==> config.mk <==
export PLATFORM = sky130hd
export DESIGN_NAME = fine_delay_ctrl
export DESIGN_NICKNAME = d
export VERILOG_FILES = /design/src/rtl/fine_delay_pkg.sv /design/src/rtl/fine_delay_ctrl.sv
export SDC_FILE = /design/constraint.sdc
export NUM_CORES = 1
export LEC_CHECK = 0
export BUFFER_PORTS_ARGS = -buffer_cell sky130_fd_sc_hd__buf_2
export CAP_MARGIN = 20
export CORE_AREA = 2 2 90 92
export DETAILED_ROUTE_END_ITERATION = 7
export DIE_AREA = 0 0 92 94
export SLEW_MARGIN = 20
export SYNTH_ARGS = -nofsm -noshare
export SYNTH_HDL_FRONTEND = slang
export SYNTH_SLANG_ARGS = --single-unit
==> constraint.sdc <==
create_clock -name clk_400 -period 7.05 [get_ports clk_400]
set_clock_uncertainty 0.1 [all_clocks]
set_input_delay 0 -clock clk_400 [delete_from_list [all_inputs] [get_ports clk_400]]
set_output_delay 0 -clock clk_400 [all_outputs]
set_load 0.02 [all_outputs]
==> src/rtl/fine_delay_pkg.sv <==
// Shared types and tap-split helper for the three-stage fine delay controller.
package fine_delay_pkg;

  localparam int unsigned TAP_MAX = 31;
  localparam int unsigned STAGES  = 3;
  localparam int unsigned TAP_W   = 5;
  localparam int unsigned TOTAL_W = 7;
  localparam int unsigned CNT_W   = 8;

  typedef enum logic [2:0] {
    WAIT_RDY,
    IDLE,
    STEP,
    SETTLE,
    CHECK
  } state_t;

  typedef struct packed {
    logic [TAP_W-1:0] t3;
    logic [TAP_W-1:0] t2;
    logic [TAP_W-1:0] t1;
  } tap_split_t;

  // Fill stage 1 first, then stage 2, remainder to stage 3.
  function automatic tap_split_t split_taps(input logic [TOTAL_W-1:0] total);
    tap_split_t  s;
    int unsigned rem;
    int unsigned t1;
    int unsigned t2;
    rem  = 32'(total);
    t1   = (rem > TAP_MAX) ? TAP_MAX : rem;
    rem  = rem - t1;
    t2   = (rem > TAP_MAX) ? TAP_MAX : rem;
    rem  = rem - t2;
    s.t1 = TAP_W'(t1);
    s.t2 = TAP_W'(t2);
    s.t3 = TAP_W'(rem);
    return s;
  endfunction

endpackage

==> src/rtl/fine_delay_ctrl.sv <==
// Ramps a three-stage IDELAY chain one tap per pass toward a requested total,
// verifying the stage readback after each settle window.
module fine_delay_ctrl
  import fine_delay_pkg::*;
#(
  parameter int unsigned SETTLE_CYCLES = 8,
  parameter int unsigned RETRY_MAX     = 3,
  parameter int unsigned MAX_TOTAL     = 93
) (
  input  logic               clk_400,
  input  logic               reset_n,
  input  logic               delay_rdy,
  input  logic               req_valid,
  input  logic [TOTAL_W-1:0] req_total,
  output logic               req_ready,
  output logic [TAP_W-1:0]   fineDelay1,
  output logic [TAP_W-1:0]   fineDelay2,
  output logic [TAP_W-1:0]   fineDelay3,
  input  logic [TAP_W-1:0]   fineDelay_data1,
  input  logic [TAP_W-1:0]   fineDelay_data2,
  input  logic [TAP_W-1:0]   fineDelay_data3,
  output logic [TOTAL_W-1:0] applied_total,
  output logic               busy,
  output logic               done,
  output logic               err
);

  state_t             state_q, state_d;
  logic [TOTAL_W-1:0] target_q, target_d;
  logic [TOTAL_W-1:0] applied_d;
  logic [CNT_W-1:0]   retry_q, retry_d;
  logic [CNT_W-1:0]   settle_q, settle_d;
  logic               done_d, err_d;
  logic               match_c;
  tap_split_t         split_d;

  assign match_c = (fineDelay_data1 == fineDelay1) &&
                   (fineDelay_data2 == fineDelay2) &&
                   (fineDelay_data3 == fineDelay3);

  assign split_d = split_taps(applied_d);

  // Next-state and next-output logic; losing delay_rdy overrides everything.
  always_comb begin
    state_d   = state_q;
    target_d  = target_q;
    applied_d = applied_total;
    retry_d   = retry_q;
    settle_d  = settle_q;
    done_d    = 1'b0;
    err_d     = 1'b0;
    if ((state_q != WAIT_RDY) && !delay_rdy) begin
      state_d  = WAIT_RDY;
      err_d    = busy;
      target_d = '0;
      retry_d  = '0;
    end else begin
      case (state_q)
        WAIT_RDY: begin
          if (delay_rdy) state_d = IDLE;
        end
        IDLE: begin
          if (req_valid && req_ready) begin
            if (32'(req_total) <= MAX_TOTAL) begin
              target_d = req_total;
              retry_d  = '0;
              state_d  = STEP;
            end else begin
              err_d = 1'b1;
            end
          end
        end
        STEP: begin
          if (applied_total < target_q) begin
            applied_d = applied_total + TOTAL_W'(1);
          end else if (applied_total > target_q) begin
            applied_d = applied_total - TOTAL_W'(1);
          end
          settle_d = CNT_W'(SETTLE_CYCLES - 1);
          state_d  = SETTLE;
        end
        SETTLE: begin
          if (settle_q == '0) begin
            state_d = CHECK;
          end else begin
            settle_d = settle_q - CNT_W'(1);
          end
        end
        CHECK: begin
          if (match_c) begin
            retry_d = '0;
            if (applied_total == target_q) begin
              done_d  = 1'b1;
              state_d = IDLE;
            end else begin
              state_d = STEP;
            end
          end else if (32'(retry_q) + 32'd1 >= RETRY_MAX) begin
            retry_d = '0;
            err_d   = 1'b1;
            state_d = IDLE;
          end else begin
            retry_d  = retry_q + CNT_W'(1);
            settle_d = CNT_W'(SETTLE_CYCLES - 1);
            state_d  = SETTLE;
          end
        end
        default: state_d = WAIT_RDY;
      endcase
    end
  end

  // Taps are registered straight from the split of the next total, so they never lag it.
  always_ff @(posedge clk_400) begin
    if (!reset_n) begin
      state_q       <= WAIT_RDY;
      target_q      <= '0;
      applied_total <= '0;
      retry_q       <= '0;
      settle_q      <= '0;
      fineDelay1    <= '0;
      fineDelay2    <= '0;
      fineDelay3    <= '0;
      req_ready     <= 1'b0;
      busy          <= 1'b1;
      done          <= 1'b0;
      err           <= 1'b0;
    end else begin
      state_q       <= state_d;
      target_q      <= target_d;
      applied_total <= applied_d;
      retry_q       <= retry_d;
      settle_q      <= settle_d;
      fineDelay1    <= split_d.t1;
      fineDelay2    <= split_d.t2;
      fineDelay3    <= split_d.t3;
      req_ready     <= (state_d == IDLE);
      busy          <= (state_d != IDLE);
      done          <= done_d;
      err           <= err_d;
    end
  end

endmodule

* Word-level counts from Yosys, hierarchy flattened *
Index checks and enable logic that the tools add are counted.

word-level totals
  word-level logic and storage cells = 90
  output and inout bits = 26
  register bits after elaboration = 52
  input port bits = 26

operators by class
  mux-type cells = 31
  $add $sub $neg = 7
  equal/unequal tests = 15
  bitwise operators = 4
  reductions and logical operators = 15
  magnitude comparators = 6

operators by type and width
  kind                                                                               number
  8-bit two-way mux                                                                  7
  7-bit two-way mux                                                                  5
  32-bit by 5-bit greater-than comparator with 1-bit output (second input constant)  1
  8-bit one-hot mux with 3 select lines                                              1
  3-bit two-way mux                                                                  6
  8-bit one-hot mux with 2 select lines                                              1
  5-bit == test                                                                      3
  3-bit one-hot mux with 5 select lines                                              1
  2-bit inequality test (second input constant)                                      5
  8-bit by 1-bit adder with 9-bit output (second input constant)                     1
  9-bit by 2-bit >= comparator with 1-bit output (second input constant)             1
  8-bit by 1-bit adder with 8-bit output (second input constant)                     1
  8-bit logical NOT                                                                  1
  7-bit by 7-bit subtractor with 8-bit output                                        1
  8-bit by 1-bit subtractor with 8-bit output (second input constant)                1
  7-bit by 1-bit adder with 7-bit output (second input constant)                     1
  7-bit == test                                                                      1
  7-bit by 5-bit greater-than comparator with 1-bit output (second input constant)   1
  7-bit greater-than comparator                                                      1
  7-bit <= comparator (second input constant)                                        1
  7-bit < comparator                                                                 1
  7-bit by 1-bit subtractor with 7-bit output (second input constant)                1
  3-bit by 1-bit == test with 1-bit output (second input constant)                   2
  3-bit by 2-bit == test with 1-bit output (second input constant)                   2
  other kinds (17)                                                                   31

* Longest topological paths before layout *
Gate-level depths: netlist of run 1.

  depth in word-level cells = 11
  depth in mapped cells = 20
  depth with buffers taken out = 16

* Least setup slack after synthesis of run 1 *
No wires, ideal clock.

  kind = register -> register
  start point = register applied_total[0]
  end point = register fineDelay3[2]
  period minus slack after synthesis = 4,219 ps
  stages on the path, launching flop included = 20
  setup slack = 2,831 ps
  setup time = 116 ps
  data arrival time = 4,004 ps
  buffers on the path = 3
  required time = 6,834 ps
  cells stage by stage = dfxtp_1 > clkbuf_1 > inv_1 > ha_1 > nand3b_1 > a21oi_1 > nor4_1 > or3_1 > and2_1 > o21ai_1 > ha_1 > clkbuf_1 > nor3b_1 > a2bb2oi_2 > buf_2 > nand2_1 > ha_1 > inv_1 > nand3_1 > and3b_1

between the ends
  word-level cells in the longest chain between the ends = 11
  elaborated cells on any way between the ends = 14
  classes of those cells = add/sub (4); order compare (4); mux (6)

ends and longest elaborated chain
  what                                                                                          line                                          source
  start: declaration                                                                            fine_delay_ctrl.sv:22                         output logic [TOTAL_W-1:0] applied_total,
  start signal: assignment                                                                      fine_delay_ctrl.sv:131                        applied_total <= applied_d;
  7-bit by 1-bit subtractor with 7-bit output or 7-bit greater-than comparator (tied branches)  fine_delay_ctrl.sv:77, fine_delay_ctrl.sv:76
  7-bit two-way mux                                                                             fine_delay_ctrl.sv:76                         end else if (applied_total > target_q) begin
  7-bit two-way mux                                                                             fine_delay_ctrl.sv:74                         if (applied_total < target_q) begin
  7-bit two-way mux                                                                             fine_delay_ctrl.sv:58                         case (state_q)
  7-bit two-way mux *                                                                           fine_delay_ctrl.sv:52                         if ((state_q != WAIT_RDY) && !delay_rdy) begin
  7-bit by 5-bit greater-than comparator with 1-bit output                                      fine_delay_pkg.sv:31                          t1 = (rem > TAP_MAX) ? TAP_MAX : rem;
  7-bit two-way mux                                                                             fine_delay_pkg.sv:31
  7-bit by 7-bit subtractor with 8-bit output *                                                 fine_delay_pkg.sv:32                          rem = rem - t1;
  32-bit by 5-bit greater-than comparator with 1-bit output                                     fine_delay_pkg.sv:33                          t2 = (rem > TAP_MAX) ? TAP_MAX : rem;
  5-bit two-way mux                                                                             fine_delay_pkg.sv:33
  5-bit subtractor *                                                                            fine_delay_pkg.sv:34                          rem = rem - t2;
  end signal: assignment                                                                        fine_delay_ctrl.sv:136                        fineDelay3 <= split_d.t3;
  end: declaration                                                                              fine_delay_ctrl.sv:18                         output logic [TAP_W-1:0] fineDelay3,

Mark *: on every way between the ends. The rest lies on a longest branch, timed or not.
A chain may end at the register's enable or synchronous reset.

* Final worst setup path of run 1 *
  start point = register applied_total[4]
  end point = register fineDelay3[2]

The elaborated chain is that of the path after synthesis.

==> results.yml, run 1 <==
outcome:
  status: "completed"
timing:
  hold-worst-slack_ps: 43.79
  final_worst_path_period_need_ps: 4737
  slew_headroom_pct: 31.24
  final-setup-viol-count: 0
  grt_setup_unrepaired: "false"
  max_slew.worst_pin.slew_ps: 1018
  timing.fmax_mhz: 211.1
  post-route-period-util_pct: 67.19
  slew_violations: 0
  fin_tns_setup_ps: 0
  hold_violations: 0
worst_setup_path:
  cp.arrival_ps: 4850
  critical_path.n_buffers_inverters: 1
  timing.critical_path.to_type: "register"
  startpoint_type: "register"
  crit_path_cell_trace: "ha_1 > a21oi_1 > o21ai_1 > o211a_1 > a2111oi_1 > o21ai_1 > ha_1 > o21bai_1 > a2bb2oi_2 > nand2_1 > ha_1 > inv_1 > nand3_1 > and3b_1"
  most_frequent_cp_cell: "ha_1"
  crit_path_max_incr_delay_ps: 870
  path_class: "reg2reg"
  cp_required_ps: 7170
  highest_delay_cell_along_the_critical_path: "a2111oi_1"
  crit_family: "compound AO/OA/AOI/OAI gates"
  cp_max_fanout: 12
synthesis:
  synth_enable_flop_cells: 0
  yosys-top-cells-area: "dfxtp_1 (35%), xor2_1 (6.8%), ha_1 (6.3%)"
  total_of_flip_flops_plus_latches_after_synthesis: 52
  avgSynthCellArea_um2: 8.660
  sequential_area_share_after_synthesis_pct: 35.15
  synthFlopType: "dfxtp_1"
  yosys.area.top_type: "dfxtp_1"
  synth.top_cell.area_share_pct: 35.15
  syn_area_um2: 2962
  synth_cell_types: 67
  postSynthCellCount: 342
  synth-async-reset-ratio_pct: 0
  postSynthNetCount: 383
  synthesis.yosys.warnings: 0
clock_network:
  htreeDepth: 2
  post_cts.resized_instances: 0
  clk_pin_slew_worst_paths_ps: 100
  tritoncts_buffers: 5
  cts.path.max_buffers: 2
  root_buffer: "clkbuf_8"
  cts_tree: "done"
  postCtsSetupBuffers: 0
  cts.sink_count: 52
  clock_latency_ps: 310
floorplanning:
  num_rows: 32
  die_area_um2: 8648
  die_w_um: 92
  start_util_pct: 38.93
  io-pin-count: 52
  core_area_um2: 7607
  die_h_um: 94
pwr:
  clock_power_share_pct: 32.6
  total_leakage_power_nw: 1.477
  switching_power_mw: 0.1507
  cellInternalPower_mw: 0.3991
  swShare_pct: 27.41
  power-per-cell-area_nw_per_um2: 159.2
  share_comb_of_total_power_pct: 11.9
  sequential_share_of_power_pct: 55.5
  worst_ir_drop_vdd_uv: 92.00
routing:
  drt_wl_total_um: 6600
  postRouteAntennaNets: 0
  post-route-drc-count: 0
  drt_first_pass_iters: 4
  vias_per_cell: 5.329
  routed_wire_length_per_instance_um: 13.31
  dr_total_vias: 2643
  drtIter0Drc: 90
layout:
  final_cell_mix: "dfxtp_1 (52), buf_2 (51), nor2_1 (33)"
  design.final.nets: 434
  antenna_cells_inserted: 0
  final-instance-count-excl-fill: 496
  syn_to_final_growth_pct: 16.60
  commonest_non_fill_non_tap_cell_in_the_layout: "dfxtp_1"
  layout-drive-gt1-share_pct: 18.27
global_route:
  largest_net_degree_at_the_start_of_global_routing: 31
  first_global_vias: 2593
  grt_pass1_wl_um: 11670
  grt_overflow: 0
  grt_usage_pct: 16.40
  antenna_found_initial: 0
place:
  place_congestion: 0.8242
  placement.io_buffers: 51
  placed_cells: 480
  detailed_place_hpwl_um: 4966
job:
  timing.max_cap.violations: 0
worst_hold_path:
  hold_path.class: "in2reg"
[sequential cells by signal (all words and copies together), names as in the netlist]
| register | flops |
|---|---|
| busy | 1 |
| state_q | 3 |
| req_ready | 1 |
| err | 1 |
| settle_q | 8 |
| done | 1 |
| applied_total | 7 |
| fineDelay1 | 5 |
| fineDelay2 | 5 |
| retry_q | 8 |
| fineDelay3 | 5 |
| target_q | 7 |
[worst paths after layout]
check,from,endpoint,slack (ps),depth (start not counted)
setup / recovery,applied_total[4],fineDelay3[2],2310,14
hold / removal,reset_n,fineDelay3[3],40,3
setup reg to reg,applied_total[4],fineDelay3[2],2310,14
hold reg to reg,retry_q[7],retry_q[7],360,2
[per-layer routing]
metal / up-vias / GRT usage [%] / part of all wire [%]
met5: - / 0 / 0
met3: 8 / 3.291 / 4.3
met2: 63 / 28.86 / 48
met1: 1236 / 20.24 / 47
met4: 0 / 4.975 / 1.0
li1: 1336 / - / -
[metrics by stage]
step / area, um2 / power (mW) / setup slack (ps) / util [%]
finish: 3453 / 0.5497 / 2313 / 45.39
global route: 3453 / 0.5760 / 1828 / 45.39
CTS: 3453 / 0.5583 / 2321 / 45.39
detailed placement: 3278 / 0.3739 / 2371 / 43.09
global placement: 3278 / 0.3733 / 2387 / 43.09
floorplan: 2962 / 0.3540 / 2831 / -
[logic make-up after synthesis]
family / count (synthesis) / synth area share (%)
simple gates: 142 / 25.81
mux: 6 / 2.028
compound gates: 70 / 18.29
flops: 52 / 35.15
buf+inv: 30 / 4.140
fa+ha+maj: 15 / 6.337
xor+xnor: 27 / 8.238
[area by class of cell]
cell class / instances / area (um2)
clock buffer: 5 / 68.82
clock inverter: 3 / 26.28
multi-input combinational: 260 / 1798
fill: 785 / 4154
tap: 102 / 127.6
sequential: 52 / 1041
timing repair buffer: 59 / 335.3
inverter: 15 / 56.30
[power by group through the flow]
stage / sequential, mW / combinational (mW) / clock, mW
floorplan: 0.314 / 0.0402 / 0
global placement: 0.312 / 0.0616 / 0
detailed placement: 0.312 / 0.0621 / 0
CTS: 0.305 / 0.0654 / 0.188
global route: 0.306 / 0.0732 / 0.197
finish: 0.305 / 0.0653 / 0.179
[cells in the mapped netlist (3+ instances only)]
cell      instances
nor4_1           12
o211a_1           4
nor3_1            6
o21ai_0           4
a21oi_1          10
o211ai_1          3
or3_1             6
a31oi_1           4
ha_1             15
inv_1            14
xnor2_1           3
clkbuf_1         11
mux2i_1           6
nor2_1           33
o21a_1            3
o21ai_1           5
nor2b_1           5
o221ai_1          3
a21boi_0          6
nand3_1          13
a211oi_1          3
nand2_1          25
and3_1            4
nand2b_1          3
and4_1            3
nand4_1           6
xor2_1           23
dfxtp_1          52
and2_1            9
[worst min-delay path, stage by stage]
cell	delay, ps
buf_2	250
nand2_1	110
a21oi_1	40
[what timing repair did]
| item | in CTS | in global routing |
|---|---|---|
| hold endpoints to repair | 7 | 0 |
| hold buffers | 8 | 0 |
| setup endpoints to repair | 0 | 0 |
Note: power is estimated with default switching activity, not from simulation.
==> run 2: changes to the inputs <==
==> constraint.sdc (replaced) <==
create_clock -name clk_400 -period 4.6 [get_ports clk_400]
set_clock_uncertainty 0.1 [all_clocks]
set_input_delay 0 -clock clk_400 [delete_from_list [all_inputs] [get_ports clk_400]]
set_output_delay 0 -clock clk_400 [all_outputs]
set_load 0.02 [all_outputs]
==> results.yml, run 2 (synthesis results as in run 1) <==
place:
  placed_cells: 485
  place_congestion: 0.8370
  detailed_place_hpwl_um: 4890
  detailed_place.area_um2: 3316
  placement.io_buffers: 51
layout:
  syn_to_final_growth_pct: 19.43
  biggestRegsByFlops: "retry_q: 8 flops, settle_q: 8 flops"
  final_design_area_no_fill_um2: 3537
  commonest_non_fill_non_tap_cell_in_the_layout: "dfxtp_1"
  layout-drive-gt1-share_pct: 19.80
  final-instance-count-excl-fill: 501
  antenna_cells_inserted: 0
  design.final.nets: 439
  final_cell_mix: "dfxtp_1 (52), buf_2 (51), nor2_1 (33)"
job:
  timing.max_cap.violations: 0
worst_setup_path:
  cp_max_fanout: 8
  critical_path.n_buffers_inverters: 1
  timing.critical_path.to_type: "register"
  crit_path_cell_trace: "ha_1 > nand4_1 > or2_1 > o2111a_1 > or3_1 > and2_1 > o21ai_2 > ha_1 > nor3b_1 > a2bb2oi_2 > nand2_1 > ha_1 > inv_1 > nand3_1 > and3b_1"
  cp_required_ps: 4700
  highest_delay_cell_along_the_critical_path: "dfxtp_1"
  path_class: "reg2reg"
  cp.arrival_ps: 4200
  crit_path_max_incr_delay_ps: 390
  crit_family: "simple AND/OR/NAND/NOR gates"
  most_frequent_cp_cell: "ha_1"
  startpoint_type: "register"
global_route:
  grt_pass1_wl_um: 11300
  first_global_vias: 2469
  largest_net_degree_at_the_start_of_global_routing: 31
  antenna_found_initial: 0
  grt_overflow: 0
  grt_usage_pct: 16.01
outcome:
  status: "completed"
clock_network:
  tritoncts_buffers: 5
  htreeDepth: 2
  cts_tree: "done"
  root_buffer: "clkbuf_8"
  clock_latency_ps: 310
  clk_pin_slew_worst_paths_ps: 90
  postCtsSetupBuffers: 0
  cts.sink_count: 52
  cts.path.max_buffers: 2
routing:
  drt_first_pass_iters: 4
  postRouteAntennaNets: 0
  drtIter0Drc: 172
  post-route-drc-count: 0
  routed_wire_length_per_instance_um: 13.15
  dr_total_vias: 2615
  vias_per_cell: 5.220
  drt_wl_total_um: 6587
pwr:
  worst_ir_drop_vdd_uv: 180.2
  power-per-cell-area_nw_per_um2: 258.3
  total_leakage_power_nw: 1.530
worst_hold_path:
  hold_path.class: "in2reg"
timing:
  fin_tns_setup_ps: 0
  max_slew.worst_pin.slew_ps: 498.4
  post-route-period-util_pct: 89.07
  final_worst_path_period_need_ps: 4097
  slew_headroom_pct: 65.92
  grt_setup_unrepaired: "false"
  slew_violations: 0
  timing.fmax_mhz: 244.1
  hold_violations: 0
  final-setup-viol-count: 0
floorplanning:
  die_area_um2: 8648
  num_rows: 32
  die_h_um: 94
  start_util_pct: 38.93
  die_w_um: 92
  io-pin-count: 52
  core_area_um2: 7607
[run 2: cell types whose count changed in the layout (fill, tap and decap cells not counted), sizes merged]
cell,change
buf,+5
clkinvlp,-2
clkbuf,+2
inv,-1
bufinv,+1
[run 2: cell type report]
class / instances / area [um2]
fill: 759 / 4070
sequential: 52 / 1041
clock buffer: 7 / 96.34
multi-input combinational: 260 / 1813
clock inverter: 1 / 30.03
inverter: 15 / 56.30
timing repair buffer: 64 / 372.9
tap: 102 / 127.6
[run 2: timing repair]
action	in CTS	in global routing
resized for setup	0	3
hold buffers	8	0
hold endpoints to repair	7	0
setup endpoints to repair	0	5
[run 2: worst paths after layout]
path,to,startpoint,cells past startpoint,slack (ps)
worst max-delay path,fineDelay3[2],applied_total[4],15,500
worst min-delay path,fineDelay3[3],reset_n,3,30
worst max register to register,fineDelay3[2],applied_total[4],15,500
worst min register to register,retry_q[7],retry_q[7],2,370
[run 2: power breakdown]
group	internal, mW	total (mW)	switching [mW]
Clock	0.192	0.343	0.151
Sequential	0.459	0.468	0.00884
Combinational	0.0440	0.103	0.0589
[run 2: metrics by stage]
stage / worst slack (ps) / power, mW / util [%] / hold WS (ps)
2_1_floorplan: 380.8 / 0.5426 / - / 47.17
6_report: 502.7 / 0.9138 / 46.50 / 31.26
3_5_place_dp: 164.0 / 0.5742 / 43.59 / 147.2
3_3_place_gp: 394.5 / 0.5733 / 43.59 / 135.5
4_1_cts: 149.1 / 0.9247 / 46.30 / 18.79
5_1_grt: 98.36 / 0.9594 / 46.50 / 71.04
[run 2: metal layers]
layer / global-route usage [%] / share of wire, % / vias to the layer above
li1: - / - / 1357
met2: 26.96 / 48 / 62
met3: 3.692 / 4.8 / 5
met4: 4.104 / 0.87 / 0
met1: 20.73 / 46 / 1191
met5: 0 / 0 / -
[run 2: worst reg2reg max path: stages, from the launching register on]
cell and delay [ps]:
dfxtp_1 390, ha_1 330, nand4_1 220, or2_1 390, o2111a_1 200, or3_1 370, and2_1 200, o21ai_2 280
ha_1 380, nor3b_1 110, a2bb2oi_2 320, nand2_1 100, ha_1 240, inv_1 100, nand3_1 70, and3b_1 190
==> run 3: changes to the inputs <==
--- a/config.mk
+++ b/config.mk
@@ -10,6 +10,7 @@
 export CORE_AREA = 2 2 90 92
 export DETAILED_ROUTE_END_ITERATION = 7
 export DIE_AREA = 0 0 92 94
+export HOLD_SLACK_MARGIN = 0.05
 export SLEW_MARGIN = 20
 export SYNTH_ARGS = -nofsm -noshare
 export SYNTH_HDL_FRONTEND = slang
==> results.yml, run 3 (synthesis results as in run 1) <==
outcome:
  status: "completed"
timing:
  final-setup-viol-count: 0
  max_slew.worst_pin.slew_ps: 526.8
  grt_setup_unrepaired: "false"
  fin_tns_setup_ps: 0
  timing.fmax_mhz: 244.3
  slew_headroom_pct: 64.75
  final_worst_path_period_need_ps: 4094
  post-route-period-util_pct: 88.99
  slew_violations: 0
  hold_violations: 0
floorplanning:
  die_w_um: 92
  start_util_pct: 38.93
  num_rows: 32
  core_area_um2: 7607
  die_h_um: 94
  io-pin-count: 52
  die_area_um2: 8648
global_route:
  first_global_vias: 2472
  grt_overflow: 0
  grt_usage_pct: 16.02
  antenna_found_initial: 0
  largest_net_degree_at_the_start_of_global_routing: 31
  grt_pass1_wl_um: 11310
clock_network:
  clk_pin_slew_worst_paths_ps: 100
  clock_latency_ps: 310
  cts.path.max_buffers: 2
  postCtsSetupBuffers: 0
  root_buffer: "clkbuf_8"
  tritoncts_buffers: 5
  cts_tree: "done"
  htreeDepth: 2
  cts.sink_count: 52
layout:
  final_cell_mix: "dfxtp_1 (52), buf_2 (51), nor2_1 (33)"
  antenna_cells_inserted: 0
  syn_to_final_growth_pct: 19.77
  biggestRegsByFlops: "retry_q: 8 flops, settle_q: 8 flops"
  final_core_util_pct: 46.63
  design.final.nets: 440
  layout-drive-gt1-share_pct: 19.75
  commonest_non_fill_non_tap_cell_in_the_layout: "dfxtp_1"
  final-instance-count-excl-fill: 502
place:
  place_congestion: 0.8370
  detailed_place_hpwl_um: 4890
  placement.io_buffers: 51
  placed_cells: 485
routing:
  drt_first_pass_iters: 4
  drt_wl_total_um: 6563
  drtIter0Drc: 151
  dr_total_vias: 2606
  routed_wire_length_per_instance_um: 13.07
  vias_per_cell: 5.191
  post-route-drc-count: 0
  postRouteAntennaNets: 0
worst_setup_path:
  timing.critical_path.to_type: "register"
  cp_max_fanout: 8
  regToRegSetupSlack_ps: 510
  path_class: "reg2reg"
  cp.arrival_ps: 4200
  cp_required_ps: 4700
  startpoint_type: "register"
worst_hold_path:
  hold_path.class: "in2reg"
job:
  timing.max_cap.violations: 0
pwr:
  total_leakage_power_nw: 1.534
  worst_ir_drop_vdd_uv: 179.9
  power-per-cell-area_nw_per_um2: 258.1
## run 3: cell types whose count changed in the layout (fill, tap and decap cells not counted)
cell | before | now
dlygate4sd3_1 | 8 | 9
## run 3: path summary, 6_finish.rpt
check                                       from       endpoint  cells past startpoint
worst max-delay path            applied_total[4]  fineDelay3[2]                     15
worst min-delay path                   delay_rdy     state_q[0]                      3
worst max register to register  applied_total[4]  fineDelay3[2]                     15
worst min register to register        retry_q[7]     retry_q[7]                      2
## run 3: critical path, cell delays in order, from the launching register on
cell and delay, ps:
dfxtp_1 390, ha_1 330, nand4_1 220, or2_1 390
o2111a_1 190, or3_1 370, and2_1 200, o21ai_2 280
ha_1 370, nor3b_1 110, a2bb2oi_2 320, nand2_1 100
ha_1 240, inv_1 100, nand3_1 70, and3b_1 190
## run 3: repair_timing
| action | in CTS | in global routing |
|---|---|---|
| gates resized for setup | 0 | 3 |
| setup endpoints to repair | 0 | 5 |
| hold endpoints to repair | 11 | 0 |
| hold buffers | 9 | 0 |
## run 3: metal layers
metal	up-vias	GRT usage (%)	wire length, um
met1	1183	20.78	3114
met4	0	4.104	57
met2	62	26.96	3097
li1	1356	-	-
met5	-	0	0
met3	5	3.692	294
## run 3: power breakdown
part | total [mW] | switching (mW) | leakage [nW] | internal (mW)
Clock | 0.344 | 0.152 | 0.0645 | 0.192
Combinational | 0.104 | 0.0590 | 1.05 | 0.0446
Sequential | 0.468 | 0.00892 | 0.420 | 0.459
Total | 0.915 | 0.220 | 1.53 | 0.695
## run 3: final cells by class
type,instances,area [um2]
fillers,758,4060
multi-input cells,260,1813
flip-flops and latches,52,1041
repair buffers,65,382.9
well taps,102,127.6
clock buffers,7,96.34
inverters,15,56.30
clock inverters,1,30.03
## run 3: metrics by stage
stage / hold slack (ps) / total power [mW] / setup slack [ps] / area (um2)
detailed placement: 147.2 / 0.5742 / 164.0 / 3316
floorplan: 47.17 / 0.5426 / 380.8 / 2962
finish: 90.46 / 0.9155 / 506.3 / 3547
global placement: 135.5 / 0.5733 / 394.5 / 3316
global route: 118.3 / 0.9603 / 98.36 / 3547
CTS: 84.04 / 0.9253 / 149.1 / 3532
